## src/rtl/sdram_pkg.sv

```systemverilog
// -----------------------------------------------------------------------------
// sdram_pkg
// Shared definitions for the SDRAM arbiter slice.
//   - default widths for row/column address, bank address and data bus
//   - arbiter state codes (one 3-bit state register in sdram_arbit)
//   - SDRAM command encodings {cs_n, ras_n, cas_n, we_n}
// Configuration macro used by the files importing this package:
//   SDRAM_ARB_RR_EN  - alternate write/read when both are pending.
// -----------------------------------------------------------------------------
package sdram_pkg;

    localparam int ADDR_W_DEF = 13;
    localparam int BA_W_DEF   = 2;
    localparam int DQ_W_DEF   = 16;

    // Arbiter state encoding.
    typedef logic [2:0] arb_state_t;
    localparam logic [2:0] ST_INIT  = 3'd0;
    localparam logic [2:0] ST_ARBIT = 3'd1;
    localparam logic [2:0] ST_AREF  = 3'd2;
    localparam logic [2:0] ST_WRITE = 3'd3;
    localparam logic [2:0] ST_READ  = 3'd4;

    // SDRAM commands, bit3 = cs_n, bit2 = ras_n, bit1 = cas_n, bit0 = we_n.
    localparam logic [3:0] CMD_NOP  = 4'b0111;
    localparam logic [3:0] CMD_ACT  = 4'b0011;
    localparam logic [3:0] CMD_RD   = 4'b0101;
    localparam logic [3:0] CMD_WR   = 4'b0100;
    localparam logic [3:0] CMD_PRE  = 4'b0010;
    localparam logic [3:0] CMD_AREF = 4'b0001;
    localparam logic [3:0] CMD_MRS  = 4'b0000;

    // True for the three states that own the SDRAM bus on behalf of a stage.
    function automatic logic is_grant_state(input logic [2:0] st);
        return (st == ST_AREF) || (st == ST_WRITE) || (st == ST_READ);
    endfunction

endpackage

```

## src/rtl/sdram_arb_grant.sv

```systemverilog
// -----------------------------------------------------------------------------
// sdram_arb_grant
// Combinational next-grant selection used while the arbiter sits in ARBIT.
// Refresh always wins. Between write and read:
//   SDRAM_ARB_RR_EN undefined : write beats read.
//   SDRAM_ARB_RR_EN defined   : when both are pending, serve the one that was
//                               not served last (last_wr = 1 -> read wins).
// Ports
//   aref_req, wr_req, rd_req  in   pending requests
//   last_wr                   in   last served was write (RR build only)
//   grant_state               out  state to enter next cycle (ARBIT = none)
// -----------------------------------------------------------------------------
module sdram_arb_grant
    import sdram_pkg::*;
(
    input  logic       aref_req,
    input  logic       wr_req,
    input  logic       rd_req,
`ifdef SDRAM_ARB_RR_EN
    input  logic       last_wr,
`endif
    output logic [2:0] grant_state
);

    always_comb begin
        grant_state = ST_ARBIT;
        if (aref_req) begin
            grant_state = ST_AREF;
        end else if (wr_req && rd_req) begin
`ifdef SDRAM_ARB_RR_EN
            grant_state = last_wr ? ST_READ : ST_WRITE;
`else
            grant_state = ST_WRITE;
`endif
        end else if (wr_req) begin
            grant_state = ST_WRITE;
        end else if (rd_req) begin
            grant_state = ST_READ;
        end
    end

endmodule

```

## src/rtl/sdram_arbit.sv

```systemverilog
// -----------------------------------------------------------------------------
// sdram_arbit
// Arbitrates the SDRAM command bus between the init, auto-refresh, write and
// read stages and multiplexes the owning stage's command/address/data onto the
// SDRAM pins.
//
// Grant handshake: a stage holds *_req until it sees its *_en; *_en is a
// registered grant that rises in the cycle the FSM enters the stage's state and
// stays high until the stage pulses *_end, which the arbiter samples on the
// next rising edge, returning to ARBIT and dropping *_en in that same cycle.
// Grants are non-preemptive and at least one ARBIT cycle separates them.
// *_end seen outside the owning state is ignored.
//
// Configuration macro: SDRAM_ARB_RR_EN (write/read alternation, see
// sdram_arb_grant). Default build uses fixed write-over-read priority.
//
// Ports
//   sys_clk, sys_rst                      clock, synchronous active-high reset
//   init_end, init_cmd/ba/addr            init stage done + command bus
//   aref_req/end, aref_cmd/ba/addr        refresh stage
//   wr_req/end, wr_cmd/ba/addr, wr_dq,
//   wr_dq_oe                              write stage
//   rd_req/end, rd_cmd/ba/addr            read stage
//   aref_en, wr_en, rd_en                 grants
//   sdram_cke .. sdram_dq_oe              SDRAM pins
//   arb_state                             current FSM state (debug)
// -----------------------------------------------------------------------------
module sdram_arbit
    import sdram_pkg::*;
#(
    parameter int ADDR_W = ADDR_W_DEF,
    parameter int BA_W   = BA_W_DEF,
    parameter int DQ_W   = DQ_W_DEF
) (
    input  logic              sys_clk,
    input  logic              sys_rst,

    input  logic              init_end,
    input  logic [3:0]        init_cmd,
    input  logic [BA_W-1:0]   init_ba,
    input  logic [ADDR_W-1:0] init_addr,

    input  logic              aref_req,
    input  logic              aref_end,
    input  logic [3:0]        aref_cmd,
    input  logic [BA_W-1:0]   aref_ba,
    input  logic [ADDR_W-1:0] aref_addr,

    input  logic              wr_req,
    input  logic              wr_end,
    input  logic [3:0]        wr_cmd,
    input  logic [BA_W-1:0]   wr_ba,
    input  logic [ADDR_W-1:0] wr_addr,
    input  logic [DQ_W-1:0]   wr_dq,
    input  logic              wr_dq_oe,

    input  logic              rd_req,
    input  logic              rd_end,
    input  logic [3:0]        rd_cmd,
    input  logic [BA_W-1:0]   rd_ba,
    input  logic [ADDR_W-1:0] rd_addr,

    output logic              aref_en,
    output logic              wr_en,
    output logic              rd_en,

    output logic              sdram_cke,
    output logic              sdram_cs_n,
    output logic              sdram_ras_n,
    output logic              sdram_cas_n,
    output logic              sdram_we_n,
    output logic [BA_W-1:0]   sdram_ba,
    output logic [ADDR_W-1:0] sdram_addr,
    output logic [DQ_W-1:0]   sdram_dq_out,
    output logic              sdram_dq_oe,

    output logic [2:0]        arb_state
);

    logic [2:0]        state;
    logic [2:0]        next_state;
    logic [2:0]        grant_state;
    logic [3:0]        cmd;

`ifdef SDRAM_ARB_RR_EN
    // 1 = write was the last stage granted; reset to "read" so write goes first.
    logic              last_wr;
`endif

    sdram_arb_grant u_grant (
        .aref_req    (aref_req),
        .wr_req      (wr_req),
        .rd_req      (rd_req),
`ifdef SDRAM_ARB_RR_EN
        .last_wr     (last_wr),
`endif
        .grant_state (grant_state)
    );

    // Next-state logic. Each grant state only listens to its own *_end.
    always_comb begin
        next_state = state;
        case (state)
            ST_INIT:  if (init_end) next_state = ST_ARBIT;
            ST_ARBIT: next_state = grant_state;
            ST_AREF:  if (aref_end) next_state = ST_ARBIT;
            ST_WRITE: if (wr_end)   next_state = ST_ARBIT;
            ST_READ:  if (rd_end)   next_state = ST_ARBIT;
            default:  next_state = ST_INIT;
        endcase
    end

    // Grants are registered from next_state so they line up exactly with the
    // state register: high in every cycle the FSM sits in the owning state.
    always_ff @(posedge sys_clk) begin
        if (sys_rst) begin
            state   <= ST_INIT;
            aref_en <= 1'b0;
            wr_en   <= 1'b0;
            rd_en   <= 1'b0;
        end else begin
            state   <= next_state;
            aref_en <= (next_state == ST_AREF);
            wr_en   <= (next_state == ST_WRITE);
            rd_en   <= (next_state == ST_READ);
        end
    end

`ifdef SDRAM_ARB_RR_EN
    always_ff @(posedge sys_clk) begin
        if (sys_rst) begin
            last_wr <= 1'b0;
        end else if (state == ST_ARBIT && next_state == ST_WRITE) begin
            last_wr <= 1'b1;
        end else if (state == ST_ARBIT && next_state == ST_READ) begin
            last_wr <= 1'b0;
        end
    end
`endif

    // Command mux driven purely by state; ARBIT (and any unused code) idles
    // the bus with NOP, bank 0, address 0.
    always_comb begin
        cmd        = CMD_NOP;
        sdram_ba   = '0;
        sdram_addr = '0;
        case (state)
            ST_INIT: begin
                cmd        = init_cmd;
                sdram_ba   = init_ba;
                sdram_addr = init_addr;
            end
            ST_AREF: begin
                cmd        = aref_cmd;
                sdram_ba   = aref_ba;
                sdram_addr = aref_addr;
            end
            ST_WRITE: begin
                cmd        = wr_cmd;
                sdram_ba   = wr_ba;
                sdram_addr = wr_addr;
            end
            ST_READ: begin
                cmd        = rd_cmd;
                sdram_ba   = rd_ba;
                sdram_addr = rd_addr;
            end
            default: begin
                cmd        = CMD_NOP;
                sdram_ba   = '0;
                sdram_addr = '0;
            end
        endcase
    end

    assign {sdram_cs_n, sdram_ras_n, sdram_cas_n, sdram_we_n} = cmd;

    // Only the write stage may drive the data bus.
    assign sdram_dq_out = (state == ST_WRITE) ? wr_dq    : '0;
    assign sdram_dq_oe  = (state == ST_WRITE) ? wr_dq_oe : 1'b0;

    assign sdram_cke = 1'b1;
    assign arb_state = state;

endmodule

```

## config.mk

```make
export PLATFORM = sky130hd
export DESIGN_NAME = sdram_arbit
export DESIGN_NICKNAME = d
export VERILOG_FILES = /design/src/rtl/sdram_pkg.sv /design/src/rtl/sdram_arb_grant.sv /design/src/rtl/sdram_arbit.sv
export SDC_FILE = /design/constraint.sdc
export NUM_CORES = 1
export LEC_CHECK = 0
export ABC_CLOCK_PERIOD_IN_PS = 1200
export BUFFER_PORTS_ARGS = -buffer_cell sky130_fd_sc_hd__buf_2
export CAP_MARGIN = 10
export CORE_MARGIN = 4
export CORE_UTILIZATION = 29
export DETAILED_ROUTE_END_ITERATION = 8
export PLACE_DENSITY = 0.79
export SETUP_SLACK_MARGIN = 0.1
export SYNTH_ARGS = -nofsm -noshare
export SYNTH_HDL_FRONTEND = slang
export SYNTH_HIERARCHICAL = 1
export SYNTH_SLANG_ARGS = --single-unit
```

## constraint.sdc

```tcl
create_clock -name sys_clk -period 1.2 [get_ports sys_clk]
set_input_delay 0.18 -clock sys_clk [delete_from_list [all_inputs] [get_ports sys_clk]]
set_output_delay 0.18 -clock sys_clk [all_outputs]
set_load 0.03 [all_outputs]
```

==> flow_summary.json <==
{
  "drt-wirelength-per-cell_um": 14.6,
  "drt.antenna.violating_nets": 0,
  "fmax_mhz": 615,
  "final_critical_path_required_period_ns": 1.63,
  "die_area_mm2": 0.00480,
  "finalHoldViolCount": 0,
  "setup_slack_ns": -0.426,
  "unrepaired_setup_endpoints_after_global_routing": "yes",
  "die_h_um": 69.3,
  "setup_slack_placement_ns": -0.254,
  "maxSlewViolCount": 0,
  "ff2ff_path_depth": 5,
  "layout_skew_ns": 0.00524,
  "pwr_density_cell_mw_per_mm2": 713,
  "tritoncts": "done",
  "postSynthAreaPerCell_um2": 6.81,
  "die_w_um": 69.3,
  "worstHoldStart": "sys_rst",
  "detailedRoute.firstPassIterationCount": 4,
  "placed_cells": 356,
  "power.internal_w": 0.00113,
  "power.static_leakage_nw": 1.27,
  "postPlaceCellArea_mm2": 0.00220,
  "io_buffers": 143,
  "grt_pass1_vias": 1838,
  "power.ir.vdd_worst_mv": 0.378,
  "power_switching_share_pct": 40.9,
  "grt_pass1_wl_um": 8580,
  "wp_data_arrival_ns": 1.45,
  "synthDominantCellAreaShare_pct": 18.4,
  "grt_max_degree": 17,
  "syn_to_final_growth_pct": 146,
  "drt_iter0_drc": 24,
  "share_comb_of_total_power_pct": 70.6,
  "hold_depth": 2,
  "rows": 22,
  "layout.filler_cells": 274,
  "hold_path_end": "arb_state[0]$_SDFF_PP0_",
  "post-dp-hpwl_um": 3950,
  "critPathKind": "reg2out",
  "cts.sink_count": 6,
  "core_region_area_mm2": 0.00363,
  "period_share_pct": 135,
  "clockBufferDepth": 2,
  "cts.clk_slew.worst_paths_ns": 0.04,
  "yosys.area.top_type": "sky130_fd_sc_hd__mux2i_1",
  "synthesis.nets": 262,
  "timing.rr.start": "arb_state[1]$_SDFF_PP0_",
  "cts-root-buf": "sky130_fd_sc_hd__clkbuf_8",
  "sequential_cell_area_um2": 131,
  "number_of_synthesis_warnings": 6,
  "post_route_cell_area_mm2": 0.00268,
  "reg2reg_to": "aref_en$_SDFF_PP0_",
  "antenna_cells_inserted": 0,
  "total_switching_power_w": 0.000783,
  "clkPwrFrac_pct": 17.0,
  "tns_ns": -13.51,
  "synth.yosys.seq_area_share_pct": 11.0,
  "cts_made_buffers": 3,
  "initial_core_utilization_pct": 30.0,
  "yosys-top-cells-area": "sky130_fd_sc_hd__mux2i_1 (18%), sky130_fd_sc_hd__dfxtp_1 (11%), sky130_fd_sc_hd__and2_1 (10%), sky130_fd_sc_hd__a21oi_1 (9.2%), sky130_fd_sc_hd__o21ai_0 (7.3%)",
  "antenna_found_initial": 0,
  "multi_input_logic_area_mm2": 0.00122,
  "syn_inst": 160,
  "worst_skew_pair.late_latency_ns": 0.23,
  "layout-drive-gt1-share_pct": 77.9,
  "syn_area_mm2": 0.00109,
  "violations_in_the_final_reports": "setup timing",
  "setup.worst_path.end_class": "output pin",
  "startpoint_type": "flop",
  "hold_path_class": "in2reg",
  "max_cap_violations": 0,
  "layout_common_cells": "sky130_fd_sc_hd__buf_2 (104), sky130_fd_sc_hd__buf_6 (43), sky130_fd_sc_hd__nor2_1 (20)",
  "outcome": "finished, violations left",
  "routability_driven_placement_congestion_ratio": 0.869,
  "power.share.sequential_pct": 12.4,
  "postSynthRegisterBits": 6,
  "totalPowerFinal_w": 0.00191,
  "grtUsageTotal_pct": 21.5,
  "drc": 0,
  "r2r_slack_ns": -0.23,
  "overflow": 0,
  "required_time_at_the_endpoint_of_the_critical_path_ns": 1.02,
  "finalWirelength_um": 5350,
  "final_net_count": 420,
  "via_count": 1814,
  "crit_path_max_fanout": 7,
  "pin_count": 145,
  "number_of_setup_violations_in_the_final_report": 43,
  "synth.lib_cells_used.distinct": 33,
  "avgViaCountPerCell": 4.97,
  "htreeDepth": 1,
  "final_common_cell": "sky130_fd_sc_hd__buf_2",
  "final_cells": 365
}
==> worst max path at each step <==
stage,start,end,slack [ns]
5_1_grt,arb_state[1]$_SDFF_PP0_,sdram_addr[1],-0.49
6_report,arb_state[1]$_SDFF_PP0_,sdram_addr[8],-0.43
3_3_place_gp,arb_state[1]$_SDFF_PP0_,sdram_dq_out[14],-0.23
2_1_floorplan,arb_state[1]$_SDFF_PP0_,sdram_cas_n,-0.30
4_1_cts,arb_state[1]$_SDFF_PP0_,sdram_addr[8],-0.42
3_5_place_dp,arb_state[0]$_SDFF_PP0_,wr_en$_SDFF_PP0_,-0.25
==> cell type report <==
type                    count  area share [%]
multi-input cells         139            45.4
flip-flops and latches      6            4.90
repair buffers            166            45.5
clock buffers               4            1.68
well taps                  48            2.24
inverters                   2           0.280
==> state kept, by name, summed over array words and instances (netlist names) <==
signal     count
aref_en        1
arb_state      3
rd_en          1
wr_en          1
==> power by group through the flow <==
stage                     registers (W)  logic, W  clock network, W
after floorplan                0.000250  0.000686                 0
final                          0.000237   0.00135          0.000326
after detailed placement       0.000239   0.00107                 0
after global placement         0.000238   0.00105                 0
after global routing           0.000240   0.00143          0.000353
after CTS                      0.000236   0.00130          0.000336
==> through the flow <==
stage | hold WS (ns) | utilization, %
after floorplan | 0.245 | -
after global placement | 0.400 | 60.5
after detailed placement | 0.413 | 60.5
after CTS | 0.162 | 71.6
after global routing | 0.185 | 73.8
final | 0.169 | 73.8
==> routing by layer <==
layer / up-vias / GRT usage (%) / share of wire [%] / routed length, µm
li1: 873 / - / - / -
met1: 833 / 23.0 / 36 / 1940
met2: 101 / 40.1 / 54 / 2870
met3: 7 / 4.78 / 8.4 / 450
met4: 0 / 8.68 / 1.6 / 86
met5: - / 0 / 0 / 0
==> critical path, cell delays in order (launching register included) <==
cell and delay [ns]:
sky130_fd_sc_hd__dfxtp_4 0.42, sky130_fd_sc_hd__buf_12 0.15, sky130_fd_sc_hd__mux2i_1 0.21, sky130_fd_sc_hd__nor2_1 0.08, sky130_fd_sc_hd__a21oi_2 0.15, sky130_fd_sc_hd__o21ai_4 0.08, sky130_fd_sc_hd__buf_6 0.14
==> repair_timing <==
action | CTS | global route
setup endpoints to repair | 45 | 45
gates cloned | 1 | 1
hold buffers | 0 | 0
buffers inserted | 2 | 1
gates resized for setup | 102 | 18
pin swaps | 29 | 25
==> cell families (layout without fill, tap and decap cells) <==
group / after synthesis / after routing / share of synthesized area (%)
AOI/OAI and AO/OA: 45 / 45 / 23.7
buffers and inverters: 17 / 172 / 10.3
DFF: 6 / 6 / 11.0
muxes: 20 / 20 / 18.4
other: 1 / 1 / 0.344
and+or+nand+nor: 71 / 73 / 36.3
==> Yosys cell counts (all sizes together) <==
library cell	count
clkbuf	3
or2	1
and2	18
and4bb	1
nor3b	4
nor2b	1
dfxtp	6
o31ai	1
mux2i	20
o21ai	16
a211oi	1
o31a	1
a21oi	20
and2b	1
nor2	20
o311ai	1
inv	2
nand4bb	1
conb	1
nor3	4
nand2b	2
a32o	1
nand2	17
or3b	1
o22a	4
buf	12
Note: power is estimated with default switching activity, not from simulation.
